--- src/rtl/risc_decode.sv ---
// Decode / operand-fetch stage: register file, write-back bypass,
// load-use stall and the registered bundle handed to execute.
module risc_decode #(
  parameter int DW   = 8,
  parameter int NREG = 8
) (
  input  logic          clk,
  input  logic          rst,
  input  logic [12:0]   ir,
  input  logic          flush,
  input  logic          wb_en,
  input  logic [2:0]    wb_addr,
  input  logic [DW-1:0] wb_data,
  output logic          stall,
  output logic          ex_valid,
  output logic [3:0]    ex_op,
  output logic [2:0]    ex_rd,
  output logic [DW-1:0] ex_a,
  output logic [DW-1:0] ex_b,
  output logic [DW-1:0] ex_imm,
  output logic          ex_we,
  output logic          ex_mem_rd,
  output logic          ex_mem_wr,
  output logic          ex_branch,
  output logic          illegal
);

  logic [3:0] op;
  logic [2:0] f1, f2, f3;

  assign op = ir[12:9];
  assign f1 = ir[8:6];
  assign f2 = ir[5:3];
  assign f3 = ir[2:0];

  logic [DW-1:0] rf [NREG];

  logic is_nop, is_alu, is_addi, is_ld;
  logic is_st, is_beq, is_jmp, is_ill;

  assign is_nop  = (op == 4'd0);
  assign is_alu  = (op >= 4'd1) && (op <= 4'd5);
  assign is_addi = (op == 4'd6);
  assign is_ld   = (op == 4'd7);
  assign is_st   = (op == 4'd8);
  assign is_beq  = (op == 4'd9);
  assign is_jmp  = (op == 4'd10);
  assign is_ill  = (op >= 4'd11);

  logic [2:0]    ra_idx, rb_idx;
  logic          use_a, use_b;
  logic [DW-1:0] ra_val, rb_val;
  logic [DW-1:0] sext3, zext5;

  logic          d_valid, d_we, d_ld, d_st, d_br, d_ill;
  logic [2:0]    d_rd;
  logic [DW-1:0] d_imm;

  assign sext3 = {{(DW-3){f3[2]}}, f3};
  assign zext5 = {{(DW-5){1'b0}}, ir[4:0]};

  // Source ports read the file, with r0 pinned to zero and the
  // same-cycle write-back forwarded ahead of the stored value.
  assign ra_val = (ra_idx == 3'd0) ? '0 :
                  (wb_en && wb_addr == ra_idx) ? wb_data :
                  rf[ra_idx];
  assign rb_val = (rb_idx == 3'd0) ? '0 :
                  (wb_en && wb_addr == rb_idx) ? wb_data :
                  rf[rb_idx];

  // Field decode: which sources are read and what the bundle carries.
  always_comb begin
    ra_idx  = 3'd0;
    rb_idx  = 3'd0;
    use_a   = 1'b0;
    use_b   = 1'b0;
    d_valid = 1'b0;
    d_we    = 1'b0;
    d_ld    = 1'b0;
    d_st    = 1'b0;
    d_br    = 1'b0;
    d_ill   = 1'b0;
    d_rd    = 3'd0;
    d_imm   = '0;
    unique case (1'b1)
      is_nop: ;
      is_alu: begin
        d_valid = 1'b1;
        d_we    = 1'b1;
        d_rd    = f1;
        ra_idx  = f2;
        rb_idx  = f3;
        use_a   = 1'b1;
        use_b   = 1'b1;
      end
      is_addi, is_ld: begin
        d_valid = 1'b1;
        d_we    = 1'b1;
        d_ld    = is_ld;
        d_rd    = f1;
        ra_idx  = f2;
        use_a   = 1'b1;
        d_imm   = sext3;
      end
      is_st: begin
        d_valid = 1'b1;
        d_st    = 1'b1;
        ra_idx  = f2;
        rb_idx  = f1;
        use_a   = 1'b1;
        use_b   = 1'b1;
        d_imm   = sext3;
      end
      is_beq: begin
        d_valid = 1'b1;
        d_br    = 1'b1;
        ra_idx  = f1;
        rb_idx  = f2;
        use_a   = 1'b1;
        use_b   = 1'b1;
        d_imm   = sext3;
      end
      is_jmp: begin
        d_valid = 1'b1;
        d_br    = 1'b1;
        d_imm   = zext5;
      end
      is_ill: d_ill = 1'b1;
      default: ;
    endcase
  end

  // Load-use: the load in execute produces a register this ir reads.
  always_comb begin
    stall = 1'b0;
    if (ex_valid && ex_mem_rd && ex_rd != 3'd0 && !flush)
      stall = (use_a && ra_idx == ex_rd) ||
              (use_b && rb_idx == ex_rd);
  end

  // Register file: r0 is never written; writes ignore stall/flush.
  always_ff @(posedge clk or posedge rst) begin
    if (rst) begin
      for (int i = 0; i < NREG; i++)
        rf[i] <= '0;
    end else if (wb_en && wb_addr != 3'd0) begin
      rf[wb_addr] <= wb_data;
    end
  end

  // Execute bundle: bubble on flush or stall, else the decode.
  always_ff @(posedge clk or posedge rst) begin
    if (rst) begin
      ex_valid  <= 1'b0;
      ex_op     <= 4'd0;
      ex_rd     <= 3'd0;
      ex_a      <= '0;
      ex_b      <= '0;
      ex_imm    <= '0;
      ex_we     <= 1'b0;
      ex_mem_rd <= 1'b0;
      ex_mem_wr <= 1'b0;
      ex_branch <= 1'b0;
      illegal   <= 1'b0;
    end else if (flush || stall) begin
      ex_valid  <= 1'b0;
      ex_op     <= 4'd0;
      ex_rd     <= 3'd0;
      ex_a      <= '0;
      ex_b      <= '0;
      ex_imm    <= '0;
      ex_we     <= 1'b0;
      ex_mem_rd <= 1'b0;
      ex_mem_wr <= 1'b0;
      ex_branch <= 1'b0;
      illegal   <= 1'b0;
    end else begin
      ex_valid  <= d_valid;
      ex_op     <= d_valid ? op : 4'd0;
      ex_rd     <= d_rd;
      ex_a      <= use_a ? ra_val : '0;
      ex_b      <= use_b ? rb_val : '0;
      ex_imm    <= d_imm;
      ex_we     <= d_we;
      ex_mem_rd <= d_ld;
      ex_mem_wr <= d_st;
      ex_branch <= d_br;
      illegal   <= d_ill;
    end
  end

endmodule

--- config.mk ---
export PLATFORM = sky130hd
export DESIGN_NAME = risc_decode
export DESIGN_NICKNAME = d
export VERILOG_FILES = /design/src/rtl/risc_decode.sv
export SDC_FILE = /design/constraint.sdc
export NUM_CORES = 1
export LEC_CHECK = 0
export BUFFER_PORTS_ARGS = -buffer_cell sky130_fd_sc_hd__buf_2
export CAP_MARGIN = 15
export CORE_MARGIN = 2
export CORE_UTILIZATION = 50
export CTS_CLUSTER_SIZE = 14
export DETAILED_ROUTE_END_ITERATION = 6
export GPL_ROUTABILITY_DRIVEN = 1
export PLACE_DENSITY = 0.75
export SYNTH_ARGS = -nofsm -noshare
export SYNTH_HDL_FRONTEND = slang
export SYNTH_SLANG_ARGS = --single-unit
--- constraint.sdc ---
create_clock -name clk -period 2.7 [get_ports clk]
set_input_delay 0.135 -clock clk [delete_from_list [all_inputs] [get_ports clk]]
set_output_delay 0.135 -clock clk [all_outputs]
set_load 0.02 [all_outputs]
==> results.md, run 1 <==
| Stage | Quantity | Reported |
|---|---|---|
| detailed routing | # DRC | 0 |
| power and ir drop | Pwr per Cell Area | 626 nW/um^2 |
| run status | Outcome | finished, final reports clean |
| yosys | Most area-consuming cells after synthesis | sky130_fd_sc_hd__dfrtp_1 47%, sky130_fd_sc_hd__mux2_2 16%, sky130_fd_sc_hd__mux2i_1 9.8% |
| setup path | Setup crit start kind | flop |
| setup path | Slowest Stage Delay on Critical Path | 560 ps |
| yosys | Number of nets in the synthesized netlist | 468 |
| floorplan | I/O pin count | 66 |
| final layout | Share of post-route cells with drive strength above 1 | 38.5% |
| yosys | Area share of the largest cell type after synthesis | 47.3% |
| global route | Antenna violations before repair | 0 |
| final layout | Final standard cell count with taps included and fillers excluded | 637 |
| final layout | Total non-filler cell area in the finished layout | 5930 sq um |
| timing | Unrepaired setup endpoints after global routing | false |
| yosys | Number of flops mapped to enable cells by yosys | 0 |
| global route | Maximum number of pins on one net before global-route repair | 42 |
| timing | Clock tree skew after final layout | 7.84 ps |
| setup path | Reg-to-reg endpoint | ex_rd[2]$_DFF_PP0_ |
| yosys | Most used flip-flop cell after synthesis | sky130_fd_sc_hd__dfrtp_1 |
| final layout | Antenna Diode Count | 0 |
| job | Max-cap check violation count | 0 |
| setup path | Instance count on the critical path | 6 |
| detailed routing | Starting DRT DRC Count | 236 |
| power and ir drop | Worst-case vdd ir drop | 0.000247 V |
| global route | Tot GR Track Use | 22.9% |
| setup path | Launch point of the worst reg-to-reg path | ex_rd[0]$_DFF_PP0_ |
| setup path | Category of the worst setup path capture point | primary output |
| floorplan | Die H | 106 um |
| place | Minimum setup slack after placement | 158 ps |
| timing | Fin worst setup slack | 191 ps |
| clock tree | Clock latency on the worst-skew pair | 370 ps |
| setup path | Number of cell instances on the worst register-to-register path | 8 |
| floorplan | Overall die width | 106 um |
| timing | Hold_ws | 21.8 ps |
| place | Weighted congestion reported at the end of routability-driven placement | 0.938 |
| yosys | Post-synthesis cell area | 5230 sq um |
| global route | Total overflow reported by the global router | 0 |
| setup path | Path type of the worst setup path | reg2out |
| clock tree | Clock Sinks | 99 |
| setup path | Cell family contributing the most delay on the critical path | simple AND/OR/NAND/NOR gates |
| setup path | Worst setup startpoint | ex_rd[0]$_DFF_PP0_ |
| timing | Maximum clock rate | 399 MHz |
| yosys | Count of cell types in the netlist | 46 |
| place | Count of placed standard cells including taps | 620 |
| worst hold path | Kind of path behind the tightest hold check | in2reg |
| yosys | Share of synthesized registers carrying an async set or reset | 100% |
| detailed routing | Post-route ant nets | 0 |
| yosys | Number of synthesized register bits | 99 |
| timing | Headroom to the max-slew limit | 45.5% |
| timing | Setup Viol. Count Final | 0 |
| setup path | Data arrival at the endpoint of the critical path | 2370 ps |
| final layout | Area overhead of the layout relative to synthesis | 13.3% |
| yosys | Largest area contributor in the synthesized netlist | sky130_fd_sc_hd__dfrtp_1 |
| setup path | CP Data Required Time | 2570 ps |
| yosys | Post-synthesis sequential area ratio | 47.3% |
| floorplan | Standard cell core area | 10200 sq um |
| timing | Pin slew with the least headroom to its limit | 816 ps |
| timing | Number of failing hold endpoints at the final stage | 0 |
| floorplan | Site Rows | 37 |
| clock tree | PostCTS Resize Cnt | 0 |
| timing | Post-layout min period | 2510 ps |
| timing | Number of pins exceeding their max-slew limit in the final report | 0 |
| clock tree | Clock-pin slew of the registers on the worst-case setup and hold paths | 90 ps |
| floorplan | Effective utilization at floorplan | 51.2% |
| floorplan | Overall die area | 11300 sq um |
| yosys | Average size of a mapped cell | 11.9 sq um |
| setup path | Critical-path cell with the highest stage delay | sky130_fd_sc_hd__or4_1 |
| global route | Via count of the first global-routing pass | 3795 |
| place | Number of buffers inserted by port buffering | 65 |
| setup path | Capture point of the critical path | stall |
| detailed routing | Via total after detailed routing | 3756 |
| setup path | Maximum fanout count along the critical path | 4 |
| yosys | Cell count after synthesis | 440 |
| place | Placed standard-cell area | 5710 sq um |
| clock tree | TritonCTS buffer count | 9 |
| setup path | Worst-case register-to-register setup slack | 320 ps |
| setup path | Sequence of cells on the critical path | nor3_1, nor4_1, nand2_1, or4_1, o31ai_1, buf_2 |
| timing | Total Neg Setup Slack | 0 ps |
| yosys | Syn. warnings | 0 |
| detailed routing | Aggregate routed wire length | 12400 um |
| power and ir drop | Standby leakage power | 2.77 nW |
| clock tree | Clock Tree Root | sky130_fd_sc_hd__clkbuf_8 |
| clock tree | Depth of the CTS H-tree | 3 |
| timing | Final critical-path share of the clock period | 92.9% |
| clock tree | CTS tree | done |
| global route | First-pass GRT wire length | 20000 um |
| clock tree | Maximum count of clock buffers along a single path | 2 |
| setup path | Number of buffers and inverters on the critical path | 1 |
| final layout | Fin nets | 524 |
| place | HPWL reported at the end of detailed placement | 8940 um |
| detailed routing | Routed len/inst | 19.5 um |
| detailed routing | Detailed-route vias per instance | 5.90 |
| detailed routing | Router iterations before antenna repair | 5 |
## synth_stat cells, types with 2 or more instances
master / n
sky130_fd_sc_hd__nor4_1: 2
sky130_fd_sc_hd__dfrtp_1: 99
sky130_fd_sc_hd__nor2_1: 27
sky130_fd_sc_hd__buf_6: 2
sky130_fd_sc_hd__a22oi_1: 22
sky130_fd_sc_hd__nor3b_1: 2
sky130_fd_sc_hd__and3_1: 8
sky130_fd_sc_hd__a211oi_1: 2
sky130_fd_sc_hd__nand2_1: 9
sky130_fd_sc_hd__nor2b_1: 4
sky130_fd_sc_hd__xnor2_1: 3
sky130_fd_sc_hd__nor3_1: 11
sky130_fd_sc_hd__a211oi_2: 8
sky130_fd_sc_hd__nand4_1: 2
sky130_fd_sc_hd__mux2i_1: 51
sky130_fd_sc_hd__inv_1: 6
sky130_fd_sc_hd__mux2_2: 75
sky130_fd_sc_hd__clkbuf_1: 22
sky130_fd_sc_hd__and2_1: 6
sky130_fd_sc_hd__nor4bb_1: 2
sky130_fd_sc_hd__nand2b_1: 2
sky130_fd_sc_hd__o221ai_1: 8
sky130_fd_sc_hd__xor2_1: 9
sky130_fd_sc_hd__buf_4: 5
sky130_fd_sc_hd__and3b_1: 2
sky130_fd_sc_hd__nor4b_1: 2
sky130_fd_sc_hd__buf_2: 11
sky130_fd_sc_hd__a21oi_1: 15
sky130_fd_sc_hd__o21ai_0: 3
sky130_fd_sc_hd__nand4b_1: 3
sky130_fd_sc_hd__o32ai_1: 2
## worst reg2reg max path, delay by kind of cell, from the launching register on
| family | cells | cell delay (ps) |
|---|---|---|
| buffers and inverters | 1 | 250 |
| DFF | 1 | 450 |
| AOI/OAI and AO/OA | 1 | 140 |
| and+or+nand+nor | 6 | 1430 |
## registers in the layout (all words and copies together) (netlist names), 3 cells and up
register and flops:
rf 64, ex_a 8, ex_imm 6, ex_rd 3
ex_b 8, ex_op 4
## power by group
group	total [mW]	switching (mW)	internal, mW
logic	0.868	0.448	0.420
clock network	0.994	0.547	0.446
registers	1.85	0.151	1.70
## cell families after synthesis
logic type / after synthesis / synth area share (%)
buffers and inverters: 46 / 4.21
multiplexers: 126 / 25.9
flip-flops: 99 / 47.3
AO/OA/AOI/OAI: 67 / 10.7
XOR/XNOR: 12 / 2.01
AND/OR/NAND/NOR: 90 / 9.90
## repair_timing
action / 4_1_cts / 5_1_grt
setup endpoints to repair: 0 / 0
hold buffers: 1 / 0
buffers inserted: 0 / 0
hold endpoints to repair: 36 / 0
## cell usage in the layout (no fill, tap or decap), drive strengths merged, types with 3 or more instances in the layout
| cell | netlist | layout |
|---|---|---|
| nor3 | 13 | 13 |
| nor2b | 4 | 4 |
| a211oi | 10 | 10 |
| inv | 6 | 8 |
| clkinv | 0 | 3 |
| mux2i | 51 | 51 |
| xnor2 | 3 | 3 |
| xor2 | 9 | 9 |
| a22oi | 22 | 22 |
| mux2 | 75 | 75 |
| a21oi | 16 | 16 |
| clkbuf | 22 | 9 |
| o221ai | 9 | 9 |
| nor2 | 27 | 27 |
| nand2 | 9 | 9 |
| nand4b | 3 | 3 |
| o32ai | 3 | 3 |
| and2 | 6 | 6 |
| nor3b | 3 | 3 |
| dfrtp | 99 | 99 |
| buf | 18 | 84 |
| o21ai | 3 | 3 |
| and3 | 8 | 8 |
## layer usage
metal  up-vias  part of all wire [%]  GRT usage (%)
li1       1723                     -              -
met5         -                     0              0
met4         0                   1.7           9.40
met2       127                    48           37.1
met3        16                   5.6           3.07
met1      1890                    45           31.2
## worst min-delay path by stage
stage	from	endpoint	slack, ps	cells past startpoint
after floorplan	ir[6]	ex_rd[0]$_DFF_PP0_	260	1
after global placement	rst	ex_b[3]$_DFF_PP0_	310	2
final	ir[6]	ex_rd[0]$_DFF_PP0_	20	2
after CTS	ir[6]	ex_rd[0]$_DFF_PP0_	7	2
after global routing	ir[8]	ex_rd[2]$_DFF_PP0_	20	2
after detailed placement	rst	rf[43]$_DFFE_PP0P_	330	2
## layout make-up
| cell class | instances | area [sq um] |
|---|---|---|
| clock buffer | 9 | 124 |
| fill | 818 | 4300 |
| inverter | 6 | 26.3 |
| sequential | 99 | 2480 |
| tap | 136 | 170 |
| clock inverter | 7 | 83.8 |
| timing repair buffer | 85 | 503 |
| multi-input combinational | 295 | 2540 |
## per-stage QoR
| step | utilization, % | power (mW) |
|---|---|---|
| after floorplan | - | 2.47 |
| after global placement | 55.8 | 2.69 |
| after detailed placement | 55.8 | 2.73 |
| after CTS | 57.9 | 3.73 |
| after global routing | 57.9 | 3.89 |
| final | 57.9 | 3.71 |
No activity file was read; power rests on OpenSTA's default activity.
==> run 2, diff against run 1 <==
==> config.mk (replaced) <==
export PLATFORM = sky130hd
export DESIGN_NAME = risc_decode
export DESIGN_NICKNAME = d
export VERILOG_FILES = /design/src/rtl/risc_decode.sv
export SDC_FILE = /design/constraint.sdc
export NUM_CORES = 1
export LEC_CHECK = 0
export CORE_MARGIN = 2
export CORE_UTILIZATION = 50
export CTS_CLUSTER_SIZE = 14
export DETAILED_ROUTE_END_ITERATION = 6
export DONT_BUFFER_PORTS = 1
export GPL_ROUTABILITY_DRIVEN = 1
export PLACE_DENSITY = 0.7
export SYNTH_ARGS = -nofsm -noshare
export SYNTH_HDL_FRONTEND = slang
export SYNTH_SLANG_ARGS = --single-unit
==> constraint.sdc (replaced) <==
create_clock -name clk -period 2.7 [get_ports clk]
set_input_delay 0 -clock clk [delete_from_list [all_inputs] [get_ports clk]]
set_output_delay 0 -clock clk [all_outputs]
set_load 0.02 [all_outputs]
==> run 2 against run 1 <==
Effect of this change:
- non-clock buffer count is 26 lower
- critical path depth is 2 higher
- clock-buffer cell count stayed put
- largest cell class unchanged
- fmax is 3.7% lower
- global-route usage is 0.57 points higher
- final cell count is 4.1% lower
- first-iteration DRC count is 48% higher
- utilization is 0.62 points higher
- register-to-register slack worse by 230 ps
==> results.md, run 2 (synthesis results as in run 1) <==
| Stage | Quantity | Reported | Delta |
|---|---|---|---|
| run status | Outcome | finished, final reports clean |  |
| detailed routing | Starting DRT DRC Count | 350 | +48% |
| setup path | Path type of the worst setup path | reg2reg |  |
| floorplan | Die H | 106 um | unchanged |
| final layout | Area of all sequential standard cells | 2480 sq um | unchanged |
| clock tree | Clock Sinks | 99 | unchanged |
| floorplan | Site Rows | 37 | unchanged |
| detailed routing | Via total after detailed routing | 3698 | -1.5% |
| worst hold path | Worst hold path stage count | 3 | +1 |
| final layout | Area of combinational cells with multiple inputs | 2590 sq um | +1.9% |
| clock tree | CTS tree | done |  |
| setup path | CP Data Required Time | 2960 ps | +390 ps |
| timing | Final critical-path share of the clock period | 96.5% | +3.6 points |
| timing | Pin slew with the least headroom to its limit | 969 ps | +153 ps |
| final layout | Area overhead of the layout relative to synthesis | 14.5% |  |
| timing | Fin worst setup slack | 94.7 ps | -96.4 ps |
| final layout | Total non-filler cell area in the finished layout | 5990 sq um | +1.1% |
| power and ir drop | Worst-case vdd ir drop | 0.000270 V | +9.2% |
| global route | Total overflow reported by the global router | 0 | unchanged |
| global route | Antenna violations before repair | 0 | unchanged |
| timing | Total Neg Setup Slack | 0 ps | unchanged |
| setup path | Worst-case register-to-register setup slack | 90 ps | -230 ps |
| global route | Via count of the first global-routing pass | 3703 | -2.4% |
| clock tree | Clock latency on the worst-skew pair | 380 ps | about the same |
| global route | Maximum number of pins on one net before global-route repair | 64 | +52% |
| floorplan | Overall die area | 11300 sq um | unchanged |
| power and ir drop | Standby leakage power | 2.64 nW | -4.5% |
| detailed routing | Router iterations before antenna repair | 5 | unchanged |
| clock tree | Clock-pin slew of the registers on the worst-case setup and hold paths | 90 ps | about the same |
| final layout | Share of post-route cells with drive strength above 1 | 28.6% | -9.9 points |
| place | Weighted congestion reported at the end of routability-driven placement | 0.894 | -4.7% |
| final layout | Largest registers in the final layout | rf (64), ex_a (8), ex_b (8) |  |
| timing | Setup Viol. Count Final | 0 | unchanged |
| floorplan | Standard cell core area | 10200 sq um | unchanged |
| final layout | Fin nets | 498 | -5.0% |
| floorplan | I/O pin count | 66 | unchanged |
| timing | Maximum clock rate | 384 MHz | -3.7% |
| timing | Unrepaired setup endpoints after global routing | false |  |
| worst hold path | Kind of path behind the tightest hold check | in2reg |  |
| setup path | Launch point of the worst reg-to-reg path | ex_rd[0]$_DFF_PP0_ |  |
| detailed routing | Routed len/inst | 21.1 um | +8.4% |
| timing | Headroom to the max-slew limit | 35.3% | -10 points |
| detailed routing | # DRC | 0 | unchanged |
| setup path | Maximum fanout count along the critical path | 6 | +2 |
| clock tree | Clock Tree Root | sky130_fd_sc_hd__clkbuf_8 |  |
| setup path | Reg-to-reg endpoint | ex_imm[1]$_DFF_PP0_ |  |
| global route | First-pass GRT wire length | 20100 um | +0.17% |
| global route | Tot GR Track Use | 23.5% | +0.57 points |
| setup path | Number of cell instances on the worst register-to-register path | 8 | unchanged |
| power and ir drop | Pwr per Cell Area | 602 nW/um^2 | -3.8% |
| timing | Number of failing hold endpoints at the final stage | 0 | unchanged |
| detailed routing | Detailed-route vias per instance | 6.05 | +2.6% |
| clock tree | Depth of the CTS H-tree | 3 | unchanged |
| timing | Number of pins exceeding their max-slew limit in the final report | 0 | unchanged |
| floorplan | Overall die width | 106 um | unchanged |
| final layout | Leading cell type in the layout, fill and taps excluded | sky130_fd_sc_hd__dfrtp_1 |  |
| worst hold path | Worst min-delay path endpoint | ex_imm[6]$_DFF_PP0_ |  |
| job | Max-cap check violation count | 0 | unchanged |
| final layout | Register name with the most flops | rf |  |
| setup path | Setup crit start kind | flop |  |
| clock tree | TritonCTS buffer count | 9 | unchanged |
| place | Minimum setup slack after placement | 106 ps | -51.3 ps |
| final layout | Filler cell count in the final layout | 820 | +0.24% |
| detailed routing | Aggregate routed wire length | 12900 um | +3.9% |
| timing | Post-layout min period | 2610 ps | +96.4 ps |
| setup path | Category of the worst setup path capture point | flop |  |
| setup path | Data arrival at the endpoint of the critical path | 2870 ps | +500 ps |
| final layout | Largest register FFs | 64 | unchanged |
| place | HPWL reported at the end of detailed placement | 8190 um | -8.3% |
| final layout | Final core utilization | 58.6% | +0.62 points |
| worst hold path | Min-Delay Startpoint | ir[10] |  |
| clock tree | Maximum count of clock buffers along a single path | 2 | unchanged |
| detailed routing | Post-route ant nets | 0 | unchanged |
| final layout | Commonest cells after routing, fill and taps aside | 99 x sky130_fd_sc_hd__dfrtp_1, 75 x sky130_fd_sc_hd__mux2_2, 51 x sky130_fd_sc_hd__mux2i_1 |  |
| place | Number of buffers inserted by port buffering | 0 | -100% |
| timing | Clock tree skew after final layout | 14.4 ps | +6.53 ps |
| timing | Hold_ws | 43.5 ps | +21.7 ps |
| final layout | Antenna Diode Count | 0 | unchanged |
| place | Placed standard-cell area | 5410 sq um | -5.2% |
| floorplan | Effective utilization at floorplan | 51.2% | unchanged |
[run 2: metal layers]
layer | vias to the layer above | track usage, % | part of all wire, %
met5 | - | 0 | 0
met4 | 0 | 8.36 | 2.3
met3 | 27 | 8.03 | 8.1
met2 | 141 | 35.6 | 46
met1 | 1863 | 31.5 | 43
li1 | 1667 | - | -
[run 2: power breakdown]
| group | internal (mW) | switching (mW) | leakage (nW) | total [mW] |
|---|---|---|---|---|
| Sequential | 1.70 | 0.195 | 1.26 | 1.89 |
| Clock | 0.360 | 0.565 | 0.0955 | 0.925 |
| Combinational | 0.421 | 0.370 | 1.29 | 0.791 |
[run 2: layout make-up]
type | count | area share, %
inverters | 6 | 0.418
multi-input cells | 295 | 43.3
clock buffers | 9 | 2.07
flip-flops and latches | 99 | 41.3
clock inverters | 7 | 1.17
well taps | 136 | 2.84
repair buffers | 59 | 8.90
[run 2: critical path: stages, from the launching register on]
cell and delay (ps):
sky130_fd_sc_hd__dfrtp_1 360, sky130_fd_sc_hd__nor3_1 70, sky130_fd_sc_hd__nor4_2 350, sky130_fd_sc_hd__nand2_1 100, sky130_fd_sc_hd__or4_1 580, sky130_fd_sc_hd__o31ai_1 160
sky130_fd_sc_hd__nor2_2 130, sky130_fd_sc_hd__and3_1 200, sky130_fd_sc_hd__dlygate4sd3_1 550
[run 2: worst max-delay path by stage]
| stage | from | end | slack [ps] |
|---|---|---|---|
| 6_report | ex_rd[0]$_DFF_PP0_ | ex_imm[1]$_DFF_PP0_ | 90 |
| 3_3_place_gp | ir[10] | ex_a[0]$_DFF_PP0_ | 220 |
| 4_1_cts | ex_rd[2]$_DFF_PP0_ | ex_imm[1]$_DFF_PP0_ | 50 |
| 2_1_floorplan | rst | ex_a[0]$_DFF_PP0_ | 110 |
| 5_1_grt | ex_rd[1]$_DFF_PP0_ | ex_imm[1]$_DFF_PP0_ | 5 |
| 3_5_place_dp | ir[10] | ex_a[4]$_DFF_PP0_ | 110 |
[run 2: metrics by stage]
stage                     std cells  power, mW
after CTS                       609       3.62
after detailed placement        558       2.64
final                           611       3.61
after floorplan                 440       2.47
after global routing            611       3.79
after global placement          558       2.61
[run 2: timing repair]
action                                  CTS  global route
gates resized for setup                   0             3
buffers inserted                          0             1
hold buffers                             35             1
hold endpoints to repair                152             8
endpoints found under the setup margin    0            13
==> run 3, diff against run 2 <==
--- a/config.mk
+++ b/config.mk
@@ -11,7 +11,7 @@
 export DETAILED_ROUTE_END_ITERATION = 6
 export DONT_BUFFER_PORTS = 1
 export GPL_ROUTABILITY_DRIVEN = 1
-export PLACE_DENSITY = 0.7
+export PLACE_DENSITY = 0.67
 export SYNTH_ARGS = -nofsm -noshare
 export SYNTH_HDL_FRONTEND = slang
 export SYNTH_SLANG_ARGS = --single-unit
==> constraint.sdc (replaced) <==
create_clock -name clk -period 3.25 [get_ports clk]
set_input_delay 0 -clock clk [delete_from_list [all_inputs] [get_ports clk]]
set_output_delay 0 -clock clk [all_outputs]
set_load 0.02 [all_outputs]
==> run 3 against run 2 <==
Effect of this change:
- routed wire length shrank 0.54%
- final cell count shrank 2.9%
- fmax decreased by 12%
- sequential power is 17% lower
- clock skew up 0.89 ps
- largest power group unchanged
==> results.md, run 3 (synthesis results as in run 1) <==
| Stage | Quantity | Reported | Delta |
|---|---|---|---|
| setup path | Slowest Stage Delay on Critical Path | 580 ps | about the same |
| final layout | Share of post-route cells with drive strength above 1 | 27.1% | -1.5 points |
| setup path | Cell family contributing the most delay on the critical path | simple AND/OR/NAND/NOR gates |  |
| job | Max-cap check violation count | 0 | unchanged |
| floorplan | Die H | 106 um | unchanged |
| detailed routing | Aggregate routed wire length | 12800 um | -0.54% |
| final layout | Antenna Diode Count | 0 | unchanged |
| setup path | Path type of the worst setup path | reg2reg |  |
| final layout | Register name with the most flops | rf |  |
| setup path | Critical-path cell with the highest stage delay | sky130_fd_sc_hd__dlygate4sd3_1 |  |
| final layout | Fin nets | 480 | -3.6% |
| floorplan | Effective utilization at floorplan | 51.2% | unchanged |
| global route | Maximum number of pins on one net before global-route repair | 56 | -13% |
| setup path | Sequence of cells on the critical path | nor3_1, nor4_1, nand2_1, or4_1, o311ai_2, buf_4, nor3b_2, dlygate4sd3_1, and3_1 |  |
| detailed routing | Post-route ant nets | 0 | unchanged |
| final layout | Final core utilization | 57.0% | -1.6 points |
| timing | Setup Viol. Count Final | 0 | unchanged |
| floorplan | I/O pin count | 66 | unchanged |
| clock tree | Buffers inserted during post-CTS setup optimization | 0 | unchanged |
| timing | Pin slew with the least headroom to its limit | 1010 ps | +44.2 ps |
| setup path | Category of the worst setup path capture point | flop |  |
| clock tree | Clock Tree Root | sky130_fd_sc_hd__clkbuf_8 |  |
| setup path | Number of buffers and inverters on the critical path | 2 | +1 |
| final layout | Commonest cells after routing, fill and taps aside | 99 x sky130_fd_sc_hd__dfrtp_1, 75 x sky130_fd_sc_hd__mux2_2, 51 x sky130_fd_sc_hd__mux2i_1 |  |
| global route | First-pass GRT wire length | 20000 um | -0.21% |
| clock tree | Depth of the CTS H-tree | 3 | unchanged |
| clock tree | Clock Sinks | 99 | unchanged |
| clock tree | CTS tree | done |  |
| timing | Number of failing hold endpoints at the final stage | 0 | unchanged |
| clock tree | Clock latency on the worst-skew pair | 380 ps | about the same |
| place | HPWL reported at the end of detailed placement | 8550 um | +4.4% |
| floorplan | Overall die area | 11300 sq um | unchanged |
| setup path | Maximum fanout count along the critical path | 11 | +5 |
| floorplan | Site Rows | 37 | unchanged |
| final layout | Largest register FFs | 64 | unchanged |
| clock tree | Clock-pin slew of the registers on the worst-case setup and hold paths | 100 ps | about the same |
| global route | Antenna violations before repair | 0 | unchanged |
| final layout | Area overhead of the layout relative to synthesis | 11.4% |  |
| detailed routing | Detailed-route vias per instance | 6.02 | -0.56% |
| floorplan | Overall die width | 106 um | unchanged |
| final layout | Leading cell type in the layout, fill and taps excluded | sky130_fd_sc_hd__dfrtp_1 |  |
| global route | Via count of the first global-routing pass | 3613 | -2.4% |
| place | Number of buffers inserted by port buffering | 0 | unchanged |
| timing | Unrepaired setup endpoints after global routing | false |  |
| final layout | Largest registers in the final layout | rf (64), ex_a (8), ex_b (8) |  |
| timing | Maximum clock rate | 338 MHz | -12% |
| timing | Total Neg Setup Slack | 0 ps | unchanged |
| detailed routing | Via total after detailed routing | 3569 | -3.5% |
| worst hold path | Kind of path behind the tightest hold check | in2reg |  |
| place | Weighted congestion reported at the end of routability-driven placement | 0.842 | -5.8% |
| detailed routing | Router iterations before antenna repair | 5 | unchanged |
| timing | Clock tree skew after final layout | 15.3 ps | +0.886 ps |
| global route | Tot GR Track Use | 23.8% | +0.28 points |
| clock tree | Maximum count of clock buffers along a single path | 2 | unchanged |
| power and ir drop | Worst-case vdd ir drop | 0.000235 V | -13% |
| setup path | Setup crit start kind | flop |  |
| setup path | CP Data Required Time | 3530 ps | +570 ps |
| global route | Total overflow reported by the global router | 0 | unchanged |
| timing | Post-layout min period | 2960 ps | +354 ps |
| detailed routing | Routed len/inst | 21.6 um | +2.5% |
| detailed routing | Starting DRT DRC Count | 237 | -32% |
| power and ir drop | Total Power | 3.10 mW | -14% |
| clock tree | TritonCTS buffer count | 9 | unchanged |
| timing | Number of pins exceeding their max-slew limit in the final report | 0 | unchanged |
| power and ir drop | Pwr per Cell Area | 531 nW/um^2 | -12% |
| power and ir drop | Standby leakage power | 2.56 nW | -3.2% |
| timing | Headroom to the max-slew limit | 32.1% | -3.2 points |
| detailed routing | # DRC | 0 | unchanged |
| timing | Final critical-path share of the clock period | 91.0% | -5.4 points |
| floorplan | Standard cell core area | 10200 sq um | unchanged |
| run status | Outcome | finished, final reports clean |  |
| setup path | Data arrival at the endpoint of the critical path | 3240 ps | +370 ps |
[run 3: cell types whose count changed in the layout (fill, tap and decap cells not counted), sizes merged]
cell         delta
inv             -1
clkinv          -1
buf            -10
clkinvlp        -1
dlygate4sd3     -8
clkbuf          +1
bufinv          +2
[run 3: per-stage QoR]
step,setup slack [ps],area [sq um],cells,hold WS [ps]
3_3_place_gp,746,5330,549,53.3
3_5_place_dp,659,5330,549,63.0
5_1_grt,132,5830,593,8.38
2_1_floorplan,660,5230,440,129
6_report,291,5830,593,5.99
4_1_cts,183,5830,593,7.15
[run 3: power by group]
group / internal, mW / switching [mW] / total, mW
logic: 0.331 / 0.303 / 0.634
registers: 1.41 / 0.161 / 1.57
clock network: 0.444 / 0.448 / 0.892
[run 3: layer usage]
layer  up-vias  wire length [um]  track usage (%)
met1      1793              5450             30.9
met5         -                 0                0
met2       122              6370             39.7
li1       1634                 -                -
met4         0               290             9.02
met3        20               717             4.41
[run 3: worst paths after layout]
kind | to | slack [ps] | cells past startpoint | start
worst max-delay path | ex_mem_rd$_DFF_PP0_ | 290 | 9 | ex_rd[2]$_DFF_PP0_
worst min register to register | rf[62]$_DFFE_PP0P_ | 400 | 0 | rf[62]$_DFFE_PP0P_
worst min-delay path | ex_we$_DFF_PP0_ | 6 | 2 | ir[11]
worst max register to register | ex_mem_rd$_DFF_PP0_ | 290 | 9 | ex_rd[2]$_DFF_PP0_
min in group asynchronous | rf[57]$_DFFE_PP0P_ | 240 | 3 | rst
max in group asynchronous | rf[46]$_DFFE_PP0P_ | 2480 | 3 | rst
[run 3: timing repair]
item / CTS / global route
resized for setup: 0 / 1
endpoints found under the hold margin: 190 / 0
setup endpoints to repair: 0 / 2
hold buffers: 28 / 0
[run 3: final cells by class]
cell class | count | area [sq um]
tap | 136 | 170
sequential | 99 | 2480
fill | 887 | 4400
timing repair buffer | 41 | 378
clock buffer | 10 | 128
inverter | 6 | 25.0
multi-input combinational | 295 | 2560
clock inverter | 6 | 95.1
